`src/rtl/xnor2_unit_pkg.sv`:
```
// Shared constants and helpers for the xnor2_unit compare primitive.
package xnor2_unit_pkg;

   localparam int max_width_lp = 64;

   // Bits needed to hold a match count in 0..w.
   function automatic int cnt_width(input int w);
      return $clog2(w + 1);
   endfunction

endpackage

```
`src/rtl/xnor2_unit_popcount.sv`:
```
// Combinational population count, built as a balanced adder tree over a
// power-of-two padded leaf row.
module xnor2_unit_popcount
   import xnor2_unit_pkg::*;
#(
   parameter int width_p = 1
) (
   input  logic [width_p-1:0]               bits_i,
   output logic [cnt_width(width_p)-1:0]    cnt_o
);

   localparam int cnt_w_lp = cnt_width(width_p);
   localparam int lvls_lp  = (width_p > 1) ? $clog2(width_p) : 0;
   localparam int leaves_lp = 1 << lvls_lp;

   // Heap layout: node 1 is the root, leaves sit at leaves_lp..2*leaves_lp-1.
   logic [2*leaves_lp-1:1][cnt_w_lp-1:0] node;

   for (genvar i = 0; i < leaves_lp; i++) begin : g_leaf
      if (i < width_p) begin : g_bit
         assign node[leaves_lp+i] = cnt_w_lp'(bits_i[i]);
      end else begin : g_pad
         assign node[leaves_lp+i] = '0;
      end
   end

   for (genvar n = 1; n < leaves_lp; n++) begin : g_sum
      assign node[n] = node[2*n] + node[2*n+1];
   end

   assign cnt_o = node[1];

endmodule

```
`src/rtl/xnor2_unit.sv`:
```
// Bitwise XNOR with a combinational path and a one-entry registered stage.
// Define XNOR2_UNIT_MATCH_CNT_EN to build the registered match counter.
module xnor2_unit
   import xnor2_unit_pkg::*;
#(
   parameter int width_p = 1
) (
   input  logic                            clk_i,
   input  logic                            reset_i,
   input  logic [width_p-1:0]              a_i,
   input  logic [width_p-1:0]              b_i,
   output logic [width_p-1:0]              c_o,
   input  logic                            v_i,
   output logic                            ready_o,
   output logic                            v_o,
   input  logic                            yumi_i,
   output logic [width_p-1:0]              c_r_o,
   output logic                            eq_o,
   output logic [cnt_width(width_p)-1:0]   match_cnt_o
);

   localparam int cnt_w_lp = cnt_width(width_p);

   if (width_p < 1 || width_p > max_width_lp) begin : g_bad_width
      $error("xnor2_unit: width_p out of range");
   end

   logic [width_p-1:0] xnor_c;
   logic               accept;
   logic               deq;
   logic               v_r;
   logic [width_p-1:0] c_r;
   logic               eq_r;

   assign xnor_c  = ~(a_i ^ b_i);
   assign c_o     = xnor_c;

   // A dequeue in the same cycle frees the slot, so a new pair can land.
   assign ready_o = ~v_r | yumi_i;
   assign accept  = v_i & ready_o;
   assign deq     = yumi_i & v_r;

   always_ff @(posedge clk_i) begin
      if (reset_i) begin
         v_r  <= 1'b0;
         c_r  <= '0;
         eq_r <= 1'b0;
      end else if (accept) begin
         v_r  <= 1'b1;
         c_r  <= xnor_c;
         eq_r <= &xnor_c;
      end else if (deq) begin
         v_r  <= 1'b0;
      end
   end

   assign v_o   = v_r;
   assign c_r_o = c_r;
   assign eq_o  = eq_r;

`ifdef XNOR2_UNIT_MATCH_CNT_EN
   logic [cnt_w_lp-1:0] cnt_c;
   logic [cnt_w_lp-1:0] cnt_r;

   xnor2_unit_popcount #(.width_p(width_p)) u_popcount (
      .bits_i (xnor_c),
      .cnt_o  (cnt_c)
   );

   always_ff @(posedge clk_i) begin
      if (reset_i)     cnt_r <= '0;
      else if (accept) cnt_r <= cnt_c;
   end

   assign match_cnt_o = cnt_r;
`else
   assign match_cnt_o = '0;
`endif

endmodule

```
`config.mk`:
```
export PLATFORM = sky130hd
export DESIGN_NAME = xnor2_unit
export DESIGN_NICKNAME = d
export VERILOG_FILES = /design/src/rtl/xnor2_unit_pkg.sv /design/src/rtl/xnor2_unit_popcount.sv /design/src/rtl/xnor2_unit.sv
export SDC_FILE = /design/constraint.sdc
export NUM_CORES = 1
export LEC_CHECK = 0
export CAP_MARGIN = 20
export CELL_PAD_IN_SITES_DETAIL_PLACEMENT = 1
export CELL_PAD_IN_SITES_GLOBAL_PLACEMENT = 1
export CORE_AREA = 2 2 39 41
export CTS_CLUSTER_DIAMETER = 30
export DETAILED_ROUTE_END_ITERATION = 10
export DIE_AREA = 0 0 41 43
export GPL_TIMING_DRIVEN = 0
export PLACE_DENSITY = 0.53
export SKIP_LAST_GASP = 1
export SYNTH_ARGS = -nofsm -noshare
export SYNTH_HDL_FRONTEND = slang
export SYNTH_SLANG_ARGS = --single-unit
export TNS_END_PERCENT = 10
```
`constraint.sdc`:
```
create_clock -name clk_i -period 1.7 [get_ports clk_i]
set_input_delay 0.255 -clock clk_i [delete_from_list [all_inputs] [get_ports clk_i]]
set_output_delay 0.255 -clock clk_i [all_outputs]
set_load 0.05 [all_outputs]
```
# After elaboration in Yosys (flattened, before gate mapping)
# Cells that the tools add are included.
[classes]
reduce_logical = 1
muxes = 2
bitwise_logic = 6
[ops]
columns = ["op", "count"]
rows = [
  ["AND 1 bit", 2],
  ["two-way mux 1 bit", 2],
  ["inverter 1 bit", 2],
  ["nonzero test 2 bit", 1],
  ["OR 1 bit", 1],
  ["XOR 1 bit", 1],
]
[word_totals]
reg_bits = 2
out_inout_bits = 6

# Longest topological paths before layout
# Gate-level depths: netlist of the first run.
[logic_depth]
depth_word = 4
depth_mapped = 3

# Worst setup path before layout of the first run
# No wires, ideal clock.
[synth_path]
path_type = "input to register"
start = "input port b_i"
end = "register eq_r (netlist: eq_o)"
path_stages = 3
arrival_time_ns = 1.403
setup_slack_ns = 0.228
required_ns = 1.630
setup_time_ns = 0.070
cell_sequence = "xnor2_1 -> nand3_1 -> a21oi_1"
[synth_between]
elab_chain_len = 2
[synth_rtl]
columns = ["item", "line", "text"]
rows = [
  ["from (decl)", "xnor2_unit.sv:11", "input logic [width_p-1:0] b_i,"],
  ["XOR 1 bit", "xnor2_unit.sv:35", "assign xnor_c = ~(a_i ^ b_i);"],
  ["inverter 1 bit", "xnor2_unit.sv:35", ""],
  ["to (signal assigned)", "xnor2_unit.sv:51", "eq_r <= &xnor_c;"],
  ["to (decl)", "xnor2_unit.sv:33", "logic eq_r;"],
]
# No other way between the ends.
# A chain may end at the register's enable or synchronous reset.

# Worst setup path after layout of the first run
[layout_path]
start = "input port b_i"
end = "output port c_o"
[layout_between]
elab_chain_len = 2
[layout_rtl]
columns = ["item", "line", "text"]
rows = [
  ["XOR 1 bit", "xnor2_unit.sv:35", ""],
  ["inverter 1 bit", "xnor2_unit.sv:35", ""],
  ["to (decl)", "xnor2_unit.sv:12", "output logic [width_p-1:0] c_o,"],
]
# No other way between the ends.

==> report_table.html, run 1 <==
<table>
<tr><th>Metric</th><th>Value</th></tr>
<tr><th colspan="2">Status</th></tr>
<tr><td>Status</td><td>finished, final reports clean</td></tr>
<tr><th colspan="2">Worst setup path</th></tr>
<tr><td>Beginning of the worst register-to-register path</td><td>v_o</td></tr>
<tr><td>CP Launch Type</td><td>input pin</td></tr>
<tr><td>Required arrival time at the worst endpoint</td><td>1.44 ns</td></tr>
<tr><td>Delay contributed by the slowest stage of the critical path</td><td>approximately 0.56 ns</td></tr>
<tr><td>Family of cells with the greatest summed delay on the critical path</td><td>buffers and inverters</td></tr>
<tr><td>Cells traversed along the worst timing path</td><td>clkdlybuf4s50_1 &gt; xnor2_1 &gt; dlygate4sd2_1</td></tr>
<tr><td>Crit-path max FO</td><td>2</td></tr>
<tr><td>Buffering stage count on the worst path with inverters included</td><td>2</td></tr>
<tr><td>Data arrival time at the worst-slack endpoint</td><td>~1.4 ns</td></tr>
<tr><td>WS Path Type</td><td>in2out</td></tr>
<tr><td>Setup crit start</td><td>b_i</td></tr>
<tr><td>CP endpoint kind</td><td>primary output</td></tr>
<tr><td>Critical path's slowest cell</td><td>sky130_fd_sc_hd__dlygate4sd2_1</td></tr>
<tr><th colspan="2">Finish</th></tr>
<tr><td>Number of antenna repair diodes</td><td>0</td></tr>
<tr><td>Finished layout cell area</td><td>253 um2</td></tr>
<tr><td>Area delta synth-&gt;final</td><td>130%</td></tr>
<tr><td>Fraction of final layout cells with drive strength greater than 1</td><td>0.240</td></tr>
<tr><td>Net count reported at finish</td><td>33</td></tr>
<tr><th colspan="2">Timing</th></tr>
<tr><td>Clock Skew</td><td>~0.0026 ns</td></tr>
<tr><td>Slew Limit Fails</td><td>0</td></tr>
<tr><td>Measured slew at the worst slew-check pin</td><td>0.505 ns</td></tr>
<tr><td>Worst hold slack after final layout</td><td>0.516 ns</td></tr>
<tr><td>Unrepaired setup endpoints after global routing</td><td>true</td></tr>
<tr><td>Minimum clock period after layout</td><td>1.69 ns</td></tr>
<tr><td>Setup violators final</td><td>0</td></tr>
<tr><td>Number of endpoints with negative hold slack in the final report</td><td>0</td></tr>
<tr><td>Achievable Freq</td><td>~0.59 GHz</td></tr>
<tr><td>Max-slew headroom</td><td>0.662</td></tr>
<tr><td>Final clock period utilization by the worst path</td><td>0.992</td></tr>
<tr><th colspan="2">Floorplan</th></tr>
<tr><td>Top Ports</td><td>12</td></tr>
<tr><td>Floorplan row count</td><td>14</td></tr>
<tr><td>Floorplan die area</td><td>1760 um2</td></tr>
<tr><td>Area of the core</td><td>roughly 1400 um2</td></tr>
<tr><td>Horizontal extent of the die</td><td>41 um</td></tr>
<tr><td>Die height</td><td>43 um</td></tr>
<tr><td>Initial core utilization</td><td>0.0796</td></tr>
<tr><th colspan="2">Placed design</th></tr>
<tr><td>Port bufs</td><td>10</td></tr>
<tr><td>Routability-driven placement congestion ratio</td><td>0.518</td></tr>
<tr><td>Area after detailed placement</td><td>230 um2</td></tr>
<tr><th colspan="2">Job</th></tr>
<tr><td>MaxCap Viol Count</td><td>0</td></tr>
<tr><th colspan="2">Drt</th></tr>
<tr><td>Iteration-0 DRC Markers</td><td>2</td></tr>
<tr><td>Aggregate routed wire length</td><td>around 350 um</td></tr>
<tr><td>Total via count in the routed design</td><td>about 130</td></tr>
<tr><td>Post-detailed-route DRC marker count</td><td>0</td></tr>
<tr><td>Wire per inst</td><td>between 8 and 9 um</td></tr>
<tr><td>Number of antenna-violating nets in the routed design</td><td>0</td></tr>
<tr><td>Mean number of vias per cell</td><td>3.20</td></tr>
<tr><td>TritonRoute pass-1 iters</td><td>2</td></tr>
<tr><th colspan="2">Clocking</th></tr>
<tr><td>Clock H-tree levels</td><td>1</td></tr>
<tr><td>Num CTS Buffers</td><td>3</td></tr>
<tr><td># resized after CTS</td><td>2</td></tr>
<tr><td>Maximum clock path buffer count</td><td>2</td></tr>
<tr><td>Clock sink total</td><td>2</td></tr>
<tr><td>Clk root buf</td><td>sky130_fd_sc_hd__clkbuf_4</td></tr>
<tr><td>Clock transition at path regs</td><td>~0.030 ns</td></tr>
<tr><td>CTS Hold Bufs</td><td>0</td></tr>
<tr><td>Clock latency on the worst-skew pair</td><td>0.22 ns</td></tr>
<tr><td>CTS tree</td><td>built</td></tr>
<tr><td># Post-CTS Setup Buffers</td><td>0</td></tr>
<tr><th colspan="2">GRT</th></tr>
<tr><td>Combined global-route utilization of all metal layers</td><td>0.0591</td></tr>
<tr><td>Final global-route overflow total</td><td>0</td></tr>
<tr><td>Vias in the first global route</td><td>about 160</td></tr>
<tr><td>Wire length of the first global-routing pass</td><td>600 um</td></tr>
<tr><td>Number of antenna violations at the first check in global routing</td><td>0</td></tr>
<tr><td>Largest net degree at the start of global routing</td><td>5</td></tr>
<tr><th colspan="2">Synthesis</th></tr>
<tr><td>Area share of and/or/nand/nor cells after synthesis</td><td>0.170</td></tr>
<tr><td>Synthesized netlist cell count</td><td>12</td></tr>
<tr><td>Main combinational cell family by area after synthesis</td><td>compound AO/OA/AOI/OAI gates</td></tr>
<tr><td>Synthesized Nets</td><td>18</td></tr>
<tr><td>Adder and majority gate portion of the synthesized area</td><td>0</td></tr>
<tr><td>Mux contribution to synthesized area</td><td>0</td></tr>
<tr><td>Register bit total from synthesis</td><td>2</td></tr>
<tr><td>Share of synthesized area occupied by flip-flops and latches</td><td>0.364</td></tr>
<tr><td>Post-synthesis share of cell area spent on xor and xnor gates</td><td>0.0795</td></tr>
<tr><td>Distinct cells, synth</td><td>9</td></tr>
<tr><td>Synth Area per Inst</td><td>9.18 um2</td></tr>
<tr><td>Synth Warn #</td><td>0</td></tr>
<tr><td>Synthesized-area fraction occupied by ao, oa, aoi and oai cells</td><td>0.182</td></tr>
<tr><td>Post-Synthesis Cell Area</td><td>between 100 and 150 um2</td></tr>
<tr><th colspan="2">Worst hold path</th></tr>
<tr><td>Path category of the worst min-delay check</td><td>reg2reg</td></tr>
<tr><td>Source of the worst hold timing path</td><td>v_o</td></tr>
<tr><th colspan="2">Power</th></tr>
<tr><td>Power density over cell area</td><td>919 nW/um2</td></tr>
<tr><td>Static leakage power</td><td>0.122 nW</td></tr>
<tr><td>Worst voltage drop across the vdd grid</td><td>0.453 mV</td></tr>
</table>
synth_stat cells:
| cell | count | area share |
|---|---|---|
| sky130_fd_sc_hd__a21oi_1 | 2 | 0.091 |
| sky130_fd_sc_hd__buf_4 | 2 | 0.14 |
| sky130_fd_sc_hd__dfxtp_1 | 2 | 0.36 |
| sky130_fd_sc_hd__a21bo_1 | 1 | 0.091 |
| sky130_fd_sc_hd__conb_1 | 1 | 0.034 |
| sky130_fd_sc_hd__inv_1 | 1 | 0.034 |
| sky130_fd_sc_hd__nand2b_4 | 1 | 0.12 |
| sky130_fd_sc_hd__nand3_1 | 1 | 0.045 |
| sky130_fd_sc_hd__xnor2_1 | 1 | 0.080 |
layout by cell type, fill, tap and decap left out, drive strengths merged:
master / netlist / layout
a21bo: 1 / 1
a21oi: 2 / 2
buf: 2 / 2
clkbuf: 0 / 3
clkdlybuf4s50: 0 / 7
conb: 1 / 1
dfxtp: 2 / 2
dlygate4sd2: 0 / 2
dlymetal6s2s: 0 / 1
inv: 1 / 1
nand2b: 1 / 1
nand3: 1 / 1
xnor2: 1 / 1
worst register-to-register path: stages, from the launching register on:
cell	delay, ns
sky130_fd_sc_hd__dfxtp_1	0.36
sky130_fd_sc_hd__nand2b_4	0.07
sky130_fd_sc_hd__a21bo_1	0.19
sky130_fd_sc_hd__a21oi_1	0.13
worst paths after layout:
path,to,slack (ns),depth (start not counted)
worst max-delay path,c_o,0.01,3
worst min-delay path,v_o,0.52,2
worst max register to register,eq_o,0.87,3
worst min register to register,v_o,0.52,2
through the flow:
| stage | TNS, ns | power [mW] | util | instances | setup slack, ns |
|---|---|---|---|---|---|
| 5_1_grt | -0.0968 | 0.252 | 0.183 | 41 | -0.0582 |
| 6_report | 0 | 0.232 | 0.183 | 41 | 0.0128 |
| 3_5_place_dp | -0.500 | 0.134 | 0.166 | 38 | -0.296 |
| 3_3_place_gp | -0.464 | 0.132 | 0.166 | 38 | -0.273 |
| 2_1_floorplan | 0 | 0.102 | - | 12 | 0.228 |
| 4_1_cts | -0.0598 | 0.240 | 0.181 | 41 | -0.0553 |
layout make-up:
| class | count | area [um2] |
|---|---|---|
| repair buffers | 10 | 100 |
| flip-flops and latches | 2 | 40.0 |
| inverters | 1 | 3.75 |
| plain buffers | 2 | 15.0 |
| fillers | 167 | 1130 |
| well taps | 16 | 20.0 |
| clock buffers | 3 | 22.5 |
| multi-input cells | 7 | 51.3 |
layer usage:
layer  part of all wire  track usage  wire, um
met1               0.41       0.0637       144
met2               0.34       0.0625       120
met3               0.25       0.0681        86
met4                  0       0.0400         0
met5                  0            0         0
cell families after synthesis:
logic type | Yosys count
flip-flops | 2
AO/OA/AOI/OAI | 3
other | 1
XOR/XNOR | 1
buffers and inverters | 3
AND/OR/NAND/NOR | 2
registers in the layout, summed over array words and instances (netlist names):
signal,flops
eq_o,1
v_o,1
where the power goes:
group / leakage (nW) / switching, mW / internal (mW)
combinational: 0.0919 / 0.0459 / 0.0304
clock: 0.0138 / 0.0248 / 0.0776
sequential: 0.0166 / 0.00300 / 0.0507
total: 0.122 / 0.0737 / 0.159
Note: power is estimated with default switching activity, not from simulation.
==> run 2: changes to the inputs <==
--- a/config.mk
+++ b/config.mk
@@ -17,5 +17,6 @@
 export SKIP_LAST_GASP = 1
 export SYNTH_ARGS = -nofsm -noshare
 export SYNTH_HDL_FRONTEND = slang
+export SYNTH_HIERARCHICAL = 1
 export SYNTH_SLANG_ARGS = --single-unit
 export TNS_END_PERCENT = 10
==> results of run 2 <==
No change in the layout: final DEF, timing and power equal those of run 1.
Among the figures that moved: Yosys warning count 0 -> 6
